### config.mk
export PLATFORM = sky130hd
export DESIGN_NAME = pos_to_data
export DESIGN_NICKNAME = d
export VERILOG_FILES = /design/src/rtl/pos_data_pkg.sv /design/src/rtl/pix_addr_calc.sv /design/src/rtl/pos_to_data.sv
export SDC_FILE = /design/constraint.sdc
export NUM_CORES = 1
export LEC_CHECK = 0
export CAP_MARGIN = 40
export CORE_MARGIN = 8
export CORE_UTILIZATION = 30
export DETAILED_ROUTE_END_ITERATION = 8
export PLACE_DENSITY = 0.49
export SLEW_MARGIN = 20
export SYNTH_ARGS = -nofsm -noshare
export SYNTH_HDL_FRONTEND = slang
export SYNTH_SLANG_ARGS = --single-unit
export TNS_END_PERCENT = 20
### constraint.sdc
create_clock -name iCLK -period 6.45 [get_ports iCLK]
set_clock_uncertainty 0.15 [all_clocks]
set_input_delay 1.29 -clock iCLK [delete_from_list [all_inputs] [get_ports iCLK]]
set_output_delay 1.29 -clock iCLK [all_outputs]
set_load 0.01 [all_outputs]
### src/rtl/pos_data_pkg.sv
// pos_data_pkg: shared definitions for the pen-sample bitmap writer.
//   WORDS_PER_LINE : 16-bit flash words per bitmap line (384 px / 16)
//   pos_state_t    : controller state encoding
//   word_addr()    : flash word address of pixel (x, y) in the row-major bitmap
package pos_data_pkg;

  localparam int WORDS_PER_LINE = 24;

  typedef enum logic [3:0] {
    IDLE,
    ACCEPT,
    WB_REQ,
    WB_WAIT,
    RD_REQ,
    RD_WAIT,
    MERGE,
    FLUSH_REQ,
    FLUSH_WAIT
  } pos_state_t;

  // y*24 is built from two shifts at 14 bits (511*24 still fits), then
  // zero-extended so the base add never sees sign or carry surprises.
  function automatic logic [19:0] word_addr(input logic [19:0] base,
                                            input logic [8:0]  x,
                                            input logic [8:0]  y);
    logic [13:0] y14;
    logic [13:0] lineOff;
    y14     = {5'd0, y};
    lineOff = (y14 << 4) + (y14 << 3);
    return base + {6'd0, lineOff} + {15'd0, x[8:4]};
  endfunction

endpackage

### src/rtl/pix_addr_calc.sv
// pix_addr_calc: combinational pixel-to-flash mapping.
//   iX, iY     : pixel column / row
//   wordAddr   : flash word holding the pixel
//   bitMask    : one-hot mask of the pixel inside that word (MSB = leftmost)
//   inRange    : pixel lies inside the WIDTH x HEIGHT bitmap
module pix_addr_calc
  import pos_data_pkg::*;
#(
  parameter logic [19:0] BASE_ADDR = 20'd0,
  parameter int          WIDTH     = 384,
  parameter int          HEIGHT    = 288
) (
  input  logic [8:0]  iX,
  input  logic [8:0]  iY,
  output logic [19:0] wordAddr,
  output logic [15:0] bitMask,
  output logic        inRange
);

  assign wordAddr = word_addr(BASE_ADDR, iX, iY);
  assign bitMask  = 16'h8000 >> iX[3:0];
  assign inRange  = (32'(iX) < WIDTH) && (32'(iY) < HEIGHT);

endmodule

### src/rtl/pos_to_data.sv
// pos_to_data: sets pixels of the flash-resident 1-bpp bitmap from pen
// samples, using a one-word write-back cache (read-modify-write).
//   iCLK, iRST          : clock, asynchronous active-low reset
//   iStart / iFlush     : arm (clears cache + drop count) / write back and finish
//   oBusy / oFinish     : armed indicator / one-cycle flush-complete pulse
//   iPOS_VALID, iX, iY, iDown, oPOS_ACK : pen sample handshake
//   oREAD_REQUEST, iDATA_FROM_FLASH, iDATA_READY : flash read handshake
//   oWRITE_REQUEST, oDATA_TO_FLASH, iWrite_Done  : flash write handshake
//   o_addr              : flash word address of the current request
//   oDropped            : saturating count of out-of-range pen-down samples
//
// state      | meaning
// -----------+-----------------------------------------------------------
// IDLE       | disarmed; waits for iStart (a flush here finishes at once)
// ACCEPT     | armed; takes a pending flush first, else the next sample
// WB_REQ     | issue write-back of the dirty cache word
// WB_WAIT    | wait for iWrite_Done, then fetch the new word
// RD_REQ     | latch target word, issue read
// RD_WAIT    | wait for iDATA_READY, fill cache
// MERGE      | set pixel in cache, mark dirty, ack sample
// FLUSH_REQ  | issue write of dirty cache word for a flush
// FLUSH_WAIT | wait for iWrite_Done, then pulse oFinish and disarm
module pos_to_data
  import pos_data_pkg::*;
#(
  parameter logic [19:0] BASE_ADDR = 20'd0,
  parameter int          WIDTH     = 384,
  parameter int          HEIGHT    = 288
) (
  input  logic        iCLK,
  input  logic        iRST,
  input  logic        iStart,
  input  logic        iFlush,
  output logic        oBusy,
  output logic        oFinish,
  input  logic        iPOS_VALID,
  input  logic [8:0]  iX,
  input  logic [8:0]  iY,
  input  logic        iDown,
  output logic        oPOS_ACK,
  output logic        oREAD_REQUEST,
  input  logic [15:0] iDATA_FROM_FLASH,
  input  logic        iDATA_READY,
  output logic        oWRITE_REQUEST,
  output logic [15:0] oDATA_TO_FLASH,
  input  logic        iWrite_Done,
  output logic [19:0] o_addr,
  output logic [15:0] oDropped
);

  pos_state_t  state;
  logic        cValid;
  logic        cDirty;
  logic [19:0] cAddr;
  logic [15:0] cData;
  logic [19:0] rdAddr;
  logic [15:0] rdMask;
  logic        flushPending;

  logic [19:0] wordAddr;
  logic [15:0] bitMask;
  logic        inRange;

  pix_addr_calc #(
    .BASE_ADDR (BASE_ADDR),
    .WIDTH     (WIDTH),
    .HEIGHT    (HEIGHT)
  ) uAddr (
    .iX       (iX),
    .iY       (iY),
    .wordAddr (wordAddr),
    .bitMask  (bitMask),
    .inRange  (inRange)
  );

  always_ff @(posedge iCLK or negedge iRST) begin
    if (!iRST) begin
      state          <= IDLE;
      cValid         <= 1'b0;
      cDirty         <= 1'b0;
      cAddr          <= '0;
      cData          <= '0;
      rdAddr         <= '0;
      rdMask         <= '0;
      flushPending   <= 1'b0;
      oBusy          <= 1'b0;
      oFinish        <= 1'b0;
      oPOS_ACK       <= 1'b0;
      oREAD_REQUEST  <= 1'b0;
      oWRITE_REQUEST <= 1'b0;
      oDATA_TO_FLASH <= '0;
      o_addr         <= '0;
      oDropped       <= '0;
    end else begin
      oFinish        <= 1'b0;
      oPOS_ACK       <= 1'b0;
      oREAD_REQUEST  <= 1'b0;
      oWRITE_REQUEST <= 1'b0;

      // A flush that arrives mid-transaction is remembered and served on
      // the way back to ACCEPT, ahead of any new sample.
      if (iFlush && (state inside {WB_REQ, WB_WAIT, RD_REQ, RD_WAIT, MERGE}))
        flushPending <= 1'b1;

      case (state)
        IDLE: begin
          if (iStart) begin
            cValid       <= 1'b0;
            cDirty       <= 1'b0;
            oDropped     <= '0;
            flushPending <= 1'b0;
            oBusy        <= 1'b1;
            state        <= ACCEPT;
          end else if (iFlush) begin
            if (cDirty) begin
              oBusy <= 1'b1;
              state <= FLUSH_REQ;
            end else begin
              oFinish <= 1'b1;
            end
          end
        end

        ACCEPT: begin
          if (iFlush || flushPending) begin
            flushPending <= 1'b0;
            if (cDirty) begin
              state <= FLUSH_REQ;
            end else begin
              oFinish <= 1'b1;
              oBusy   <= 1'b0;
              state   <= IDLE;
            end
          // While our own ack is still visible the producer has not yet
          // replaced the sample, so the one on the bus is already consumed.
          end else if (iPOS_VALID && !oPOS_ACK) begin
            if (!iDown) begin
              oPOS_ACK <= 1'b1;
            end else if (!inRange) begin
              oPOS_ACK <= 1'b1;
              if (oDropped != 16'hFFFF)
                oDropped <= oDropped + 16'd1;
            end else if (cValid && (wordAddr == cAddr)) begin
              cData    <= cData | bitMask;
              cDirty   <= 1'b1;
              oPOS_ACK <= 1'b1;
            end else if (cDirty) begin
              state <= WB_REQ;
            end else begin
              state <= RD_REQ;
            end
          end
        end

        WB_REQ: begin
          oWRITE_REQUEST <= 1'b1;
          o_addr         <= cAddr;
          oDATA_TO_FLASH <= cData;
          state          <= WB_WAIT;
        end

        WB_WAIT: begin
          if (iWrite_Done) begin
            cDirty <= 1'b0;
            state  <= RD_REQ;
          end
        end

        RD_REQ: begin
          rdAddr        <= wordAddr;
          rdMask        <= bitMask;
          o_addr        <= wordAddr;
          oREAD_REQUEST <= 1'b1;
          state         <= RD_WAIT;
        end

        RD_WAIT: begin
          if (iDATA_READY) begin
            cData  <= iDATA_FROM_FLASH;
            cAddr  <= rdAddr;
            cValid <= 1'b1;
            state  <= MERGE;
          end
        end

        MERGE: begin
          cData    <= cData | rdMask;
          cDirty   <= 1'b1;
          oPOS_ACK <= 1'b1;
          state    <= ACCEPT;
        end

        FLUSH_REQ: begin
          oWRITE_REQUEST <= 1'b1;
          o_addr         <= cAddr;
          oDATA_TO_FLASH <= cData;
          state          <= FLUSH_WAIT;
        end

        FLUSH_WAIT: begin
          if (iWrite_Done) begin
            cDirty  <= 1'b0;
            oFinish <= 1'b1;
            oBusy   <= 1'b0;
            state   <= IDLE;
          end
        end

        default: state <= IDLE;
      endcase
    end
  end

endmodule

==> results of run 1 <==
[worst paths after layout]
kind	end	depth (start not counted)
min reg2reg	rdAddr[10]$_DFFE_PN0P_	2
min in group asynchronous	oDATA_TO_FLASH[6]$_DFFE_PN0N_	1
max	cData[12]$_DFFE_PN0P_	14
max in group asynchronous	rdAddr[3]$_DFFE_PN0P_	3
max reg2reg	o_addr[8]$_DFFE_PN0P_	6
min	rdAddr[10]$_DFFE_PN0P_	2
[flip-flops by register name, indices dropped and copies added, names as in the netlist]
name,count
oFinish,1
cValid,1
cData,16
oWRITE_REQUEST,1
oDropped,16
o_addr,14
oPOS_ACK,1
rdAddr,14
oDATA_TO_FLASH,16
cAddr,14
flushPending,1
rdMask,16
oREAD_REQUEST,1
state,4
oBusy,1
cDirty,1
[worst register-to-register path, delay by kind of cell (launching register included)]
family	cells	cell delay, ps
and+or+nand+nor	3	910
buffers and inverters	2	920
DFF	1	740
AOI/OAI and AO/OA	1	260
[power by group through the flow]
stage                     sequential [W]  combinational (W)  clock (W)
after detailed placement         0.00128            0.00145          0
final                            0.00127            0.00144   0.000940
after CTS                        0.00127            0.00146   0.000964
after global placement           0.00127            0.00141          0
after global routing             0.00131            0.00161    0.00100
after floorplan                  0.00123           0.000961          0
[metrics by stage]
stage          worst slack, ps  area (um2)
2_1_floorplan             2070        6400
3_3_place_gp              1140        7550
3_5_place_dp              1200        7560
4_1_cts                   1640        8150
5_1_grt                   1360        8180
6_report                  1630        8180
[cell usage after synthesis (14+ instances only)]
library cell / n
nand2_1: 107
ha_1: 22
mux2_2: 30
nor2_1: 40
inv_1: 36
o32ai_1: 18
o21ai_0: 50
clkbuf_1: 24
xor2_1: 20
nand3_1: 14
a21oi_1: 39
dfrtp_1: 118
[cells by family after synthesis]
| kind of cell | count (synthesis) | synth area share, % |
|---|---|---|
| compound gates | 164 | 16.7 |
| xor+xnor | 29 | 4.63 |
| fa+ha+maj | 24 | 4.94 |
| buf+inv | 74 | 4.92 |
| flops | 118 | 46.3 |
| mux | 31 | 5.47 |
| other cells | 1 | 0.0588 |
| simple gates | 230 | 17.0 |
[placed cells by master (no fill, tap or decap), types with 3 or more instances in the layout]
cell / n
clkinv_4: 4
a211oi_1: 6
ha_1: 22
nand4_1: 11
o21a_1: 3
nor4_1: 4
or3_1: 5
nor2b_1: 10
a31oi_1: 3
o21ai_0: 50
conb_1: 6
clkdlybuf4s50_1: 91
a21o_1: 12
buf_4: 9
inv_1: 36
nand3_1: 14
and2_1: 3
clkbuf_16: 17
and3_1: 10
xnor3_1: 3
o32ai_1: 18
a21oi_1: 39
xor2_1: 20
nor2_1: 40
nand2_1: 107
nor3_1: 10
inv_6: 3
a22oi_1: 4
nand2b_1: 3
mux2_2: 30
a221o_1: 4
dfrtp_1: 118
xnor2_1: 6
[routing by layer]
| layer | global-route usage, % | wire length [um] |
|---|---|---|
| met1 | 16.8 | 7810 |
| met2 | 21.9 | 8140 |
| met3 | 3.19 | 757 |
| met4 | 4.88 | 244 |
| met5 | 0 | 0 |
[area by class of cell]
type / instances / share of cell area, %
Timing Repair Buffer: 102 / 12.4
Tap cell: 275 / 4.21
Multi-Input combinational cell: 484 / 38.4
Sequential cell: 118 / 36.1
Clock buffer: 19 / 5.41
Inverter: 36 / 1.65
Clock inverter: 13 / 1.79
==> results.tsv, run 1 <==
stage	metric	value	unit
run_status	status	finished clean	
clock_network	clk_latency	410	ps
drt	dr.pass1.iters	5	
critical_path	end_kind	flop	
min_path	hp-start	rdAddr[10]$_DFFE_PN0P_	
synthesis	syn_area_per_cell	9.51	um2
power	sw_frac_of_total	37.1	%
layout	antenna_cells	0	
synthesis	synth_top_cell_by_area	dfrtp_1	
layout	regArea	2950	um2
power	vdd_drop_max	0.000231	V
sta	tns	0	ps
synthesis	ys_ff_latch	118	
critical_path	cp_num_buf_inv	4	
floorplan	die_w	162	um
synthesis	synth_edf_count	0	
place	gp_congestion	0.850	
clock_network	post_cts_buffers	0	
critical_path	crit_required	6640	ps
flow_run	drv_cap	0	
place	place_hpwl	12.0	mm
synthesis	synth_cell_types	66	
sta	hold_viol	0	
global_route	track_usage	13.3	%
sta	setup_viol_count_final	0	
drt	wl	16.9	mm
sta	post-route-min-period	4820	ps
clock_network	htreeDepth	4	
clock_network	numCtsBuffers	17	
floorplan	ioPinCount	99	
place	placedCellCount	1014	
synthesis	synthTopCellsByArea	dfrtp_1, nand2_1, mux2_2, ha_1, o21ai_0	
layout	layout.nets	825	
layout	multi_input_area	3140	um2
critical_path	r2r_setup_slack	3410	ps
layout	nFillCells	2100	
layout	utilization	39.0	%
power	p_per_area	445	nW/um2
sta	worst_pin_slew	842	ps
global_route	grt_pass1_vias	5175	
drt	drc	0	
clock_network	clkTransAtPathRegs	60	ps
floorplan	die_h	162	um
drt	vias	5208	
drt	vias_per_cell	4.97	
critical_path	r2r_start	state[0]$_DFFE_PN0P_	
synthesis	netlist_area	6380	um2
global_route	grt_pass1_wl	28.0	mm
layout	final_cells	1047	
min_path	hold_class	reg2reg	
power	power_frac_comb	39.5	%
floorplan	die_area	26200	um2
power	power.internal	0.00229	W
power	power_frac_clock	25.8	%
sta	finalMaxSlewViolations	0	
critical_path	cp-startpoint	iX[8]	
sta	max_freq	208	MHz
floorplan	core-area	21000	um2
power	p_leak	3.65	nW
place	port-buffer-count	92	
power	power_frac_seq	34.7	%
drt	initialDrtViolationCount	251	
drt	final_antenna_net_count	0	
sta	holdWs	321	ps
synthesis	ys.flop_type	dfrtp_1	
sta	period_share	74.7	%
power	total_power	0.00364	W
critical_path	worstPathArrival	5000	ps
critical_path	path_max_fanout	15	
critical_path	crit_chain	clkdlybuf4s50_1 > inv_1 > fa_1 > inv_1 > ha_1 > fa_1 > a211oi_1 > o21ai_0 > a21oi_1 > xnor3_1 > nor4_1 > a21oi_2 > buf_6 > a21oi_1	
layout	layout-drive-gt1-share	11.1	%
power	p_sw	0.00135	W
floorplan	start_util	30.5	%
synthesis	ys_async_sr_fraction	100	%
global_route	antenna_found_initial	0	
synthesis	ys_seq_area_share	46.3	%
clock_network	cts_tree	done	
critical_path	crit_path_start_kind	primary input	
synthesis	yosys.area.top_type_share	46.3	%
floorplan	rows	53	
critical_path	crit_type	in2reg	
clock_network	cts_hold_buf	0	
clock_network	ctsLongestPathBuffers	2	
clock_network	cts.sinks	118	
sta	max-slew-margin-rel	43.9	%
critical_path	cpLargestDelayFamily	adder cells	
sta	rsz0062_at_grt	no	
drt	wl_per_cell	16.2	um
clock_network	ctsRootBufferMaster	clkbuf_16	
layout	area_growth	28.2	%
synthesis	syn-instance-count	671	
global_route	overflow	0	
critical_path	crit_path_max_incr_delay	540	ps
synthesis	yosysWarningCount	0	
critical_path	slowest_stage	fa_1	
clock_network	cts_resized	0	
global_route	grt_max_degree	64	
Power figures use the tool's default switching activity.
==> inputs of run 2 (changes only) <==
clock period = 4.5 ns   (was 6.45 ns; I/O delays follow)
==> run 2 against run 1 <==
Count of clock-buffer cells in the layout is 1 lower. Setup slack worse by 1400 ps. Clock power is 48% higher. Die area stayed put. Critical path type unchanged. Via count is 0.21% higher. Non-clock buffer count is 17 higher. Combinational power is 48% higher. Core utilization is 0.73 points higher. Final cell count is 1.6% higher. First-iteration DRC count is 6.4% higher.
==> results.tsv, run 2 (synthesis gave the netlist of run 1 again) <==
stage	metric	value	unit	change
run_status	status	finished clean		
min_path	holdPathEnd	rdMask[4]$_DFFE_PN0P_		
global_route	grt_pass1_wl	28.7	mm	+2.6%
floorplan	die_w	162	um	unchanged
critical_path	worstPathArrival	4410	ps	-590 ps
clock_network	numCtsBuffers	17		unchanged
sta	post-route-min-period	4260	ps	
critical_path	reg2reg_depth	7		+1
global_route	grt_pass1_vias	5494		+6.2%
clock_network	cts_tree	done		
power	vdd_drop_max	0.000330	V	+43%
sta	rsz0062_at_grt	no		
layout	area_growth	30.6	%	
place	placedCellCount	1032		+1.8%
sta	finalMaxSlewViolations	0		unchanged
floorplan	ioPinCount	99		unchanged
floorplan	rows	53		unchanged
clock_network	clk_latency	420	ps	about the same
layout	final_cells	1064		+1.6%
floorplan	die_h	162	um	unchanged
drt	drc	0		unchanged
clock_network	clkTransAtPathRegs	60	ps	about the same
critical_path	r2r_start	state[0]$_DFFE_PN0P_		
power	power_frac_clock	26.0	%	+0.2 points
power	p_leak	3.73	nW	+2.5%
power	p_sw	0.00199	W	+47%
power	power_frac_comb	39.9	%	+0.4 points
sta	hold_viol	0		unchanged
flow_run	drv_cap	0		unchanged
min_path	whs_path_depth	2		unchanged
clock_network	post_cts_buffers	0		unchanged
sta	setup_viol_count_final	0		unchanged
critical_path	crit_required	4650	ps	-1990 ps
critical_path	path_max_fanout	3		-12
floorplan	start_util	30.5	%	unchanged
sta	max-slew-margin-rel	50.4	%	+6.6 points
critical_path	slowest_stage	fa_1		
floorplan	die_area	26200	um2	unchanged
drt	initialDrtViolationCount	267		+6.4%
power	p_per_area	641	nW/um2	+44%
global_route	met1_usage	16.9	%	+0.15 points
clock_network	cts.sinks	118		unchanged
clock_network	htreeDepth	4		unchanged
critical_path	r2r_setup_slack	1680	ps	-1730 ps
sta	period_share	94.7	%	
floorplan	core-area	21000	um2	unchanged
place	port-buffer-count	92		unchanged
drt	vias_per_cell	4.91		-1.4%
critical_path	r2r-end	oDropped[15]$_DFFE_PN0P_		
layout	antenna_cells	0		unchanged
global_route	grt_util_met2	22.2	%	+0.36 points
critical_path	crit_path_max_incr_delay	530	ps	about the same
place	gp_congestion	0.849		about the same
critical_path	crit_path_start_kind	primary input		
global_route	grt_max_degree	65		+1.6%
drt	final_antenna_net_count	0		unchanged
power	power.internal	0.00335	W	+46%
layout	layout.nets	842		+2.1%
layout	final_common_cell	dfrtp_1		
power	total_power	0.00534	W	+47%
drt	vias	5219		+0.21%
global_route	grt_use_met3	3.37	%	+0.18 points
clock_network	ctsRootBufferMaster	clkbuf_16		
place	place_hpwl	12.4	mm	+3.2%
clock_network	ctsLongestPathBuffers	2		unchanged
layout	layout-drive-gt1-share	13.3	%	+2.2 points
power	sw_frac_of_total	37.2	%	+0.13 points
drt	wl_per_cell	16.1	um	-0.42%
global_route	antenna_found_initial	0		unchanged
sta	worst_pin_slew	743	ps	-98.5 ps
drt	wl	17.2	mm	+1.2%
global_route	busiest_layer	met2		
global_route	track_usage	13.7	%	+0.31 points
power	power_frac_seq	34.0	%	-0.7 points
layout	final_cell_mix	dfrtp_1, nand2_1, clkdlybuf4s50_1, o21ai_0, nor2_1		
critical_path	crit_chain	clkdlybuf4s50_1 > inv_1 > fa_1 > inv_1 > ha_1 > fa_1 > a211oi_2 > o21ai_0 > a21oi_1 > xnor3_1 > buf_4 > nor3_1 > a21oi_2 > mux2_1		
critical_path	crit_type	in2reg		
critical_path	end_kind	flop		
sta	max_freq	235	MHz	
min_path	hp-start	rdMask[4]$_DFFE_PN0P_		
min_path	hold_class	reg2reg		
global_route	overflow	0		unchanged
drt	dr.pass1.iters	5		unchanged
==> run 2: stage by stage <==
| step | utilization [%] | worst slack, ps | hold slack, ps | setup TNS [ps] | cell area [um2] |
|---|---|---|---|---|---|
| floorplan | - | 505 | 292 | 0 | 6400 |
| global placement | 36.8 | -246 | 304 | -3720 | 7710 |
| detailed placement | 36.9 | -250 | 314 | -3810 | 7720 |
| CTS | 39.8 | 196 | 330 | 0 | 8330 |
| global route | 39.8 | 65.1 | 349 | 0 | 8340 |
| finish | 39.8 | 239 | 327 | 0 | 8340 |
==> run 2: how the worst max path moves through the flow <==
stage	depth (start not counted)	startpoint	slack (ps)	end
5_1_grt	14	iX[8]	70	state[0]$_DFFE_PN0P_
6_report	14	iX[8]	240	state[0]$_DFFE_PN0P_
3_5_place_dp	14	iX[8]	-250	state[0]$_DFFE_PN0P_
2_1_floorplan	13	iX[8]	510	cData[10]$_DFFE_PN0P_
4_1_cts	14	iX[8]	200	state[0]$_DFFE_PN0P_
3_3_place_gp	14	iX[8]	-250	state[0]$_DFFE_PN0P_
==> run 2: what timing repair did <==
item	in CTS	in global routing
gates resized for setup	0	1
endpoints found under the hold margin	0	0
setup endpoints to repair	0	2
hold buffers	0	0
==> run 2: power by group through the flow <==
stage               combinational, W  sequential, W  clock [W]
CTS                          0.00217        0.00182    0.00143
global placement             0.00211        0.00182          0
floorplan                    0.00138        0.00176          0
detailed placement           0.00215        0.00183          0
finish                       0.00213        0.00182    0.00139
global route                 0.00238        0.00188    0.00148
==> run 2: area by class of cell <==
| class | count | area, um2 |
|---|---|---|
| inverter | 36 | 135 |
| multi-input combinational | 484 | 3150 |
| clock buffer | 18 | 439 |
| tap | 275 | 344 |
| timing repair buffer | 119 | 1150 |
| fill | 2112 | 12600 |
| clock inverter | 14 | 166 |
| sequential | 118 | 2950 |
==> run 2: per-layer routing <==
| metal | wire length (um) | share of wire (%) | vias to the layer above |
|---|---|---|---|
| met5 | 0 | 0 | - |
| li1 | - | - | 2573 |
| met4 | 295 | 1.7 | 0 |
| met3 | 785 | 4.6 | 26 |
| met2 | 8290 | 48 | 111 |
| met1 | 7790 | 45 | 2509 |
==> run 2: worst max-delay path, delay by kind of cell <==
family	cells	cell delay (ps)
AO/OA/AOI/OAI	4	750
XOR/XNOR	1	280
adder cells (fa/ha/maj)	3	1190
buffers and inverters	4	770
multiplexers	1	320
AND/OR/NAND/NOR	1	210
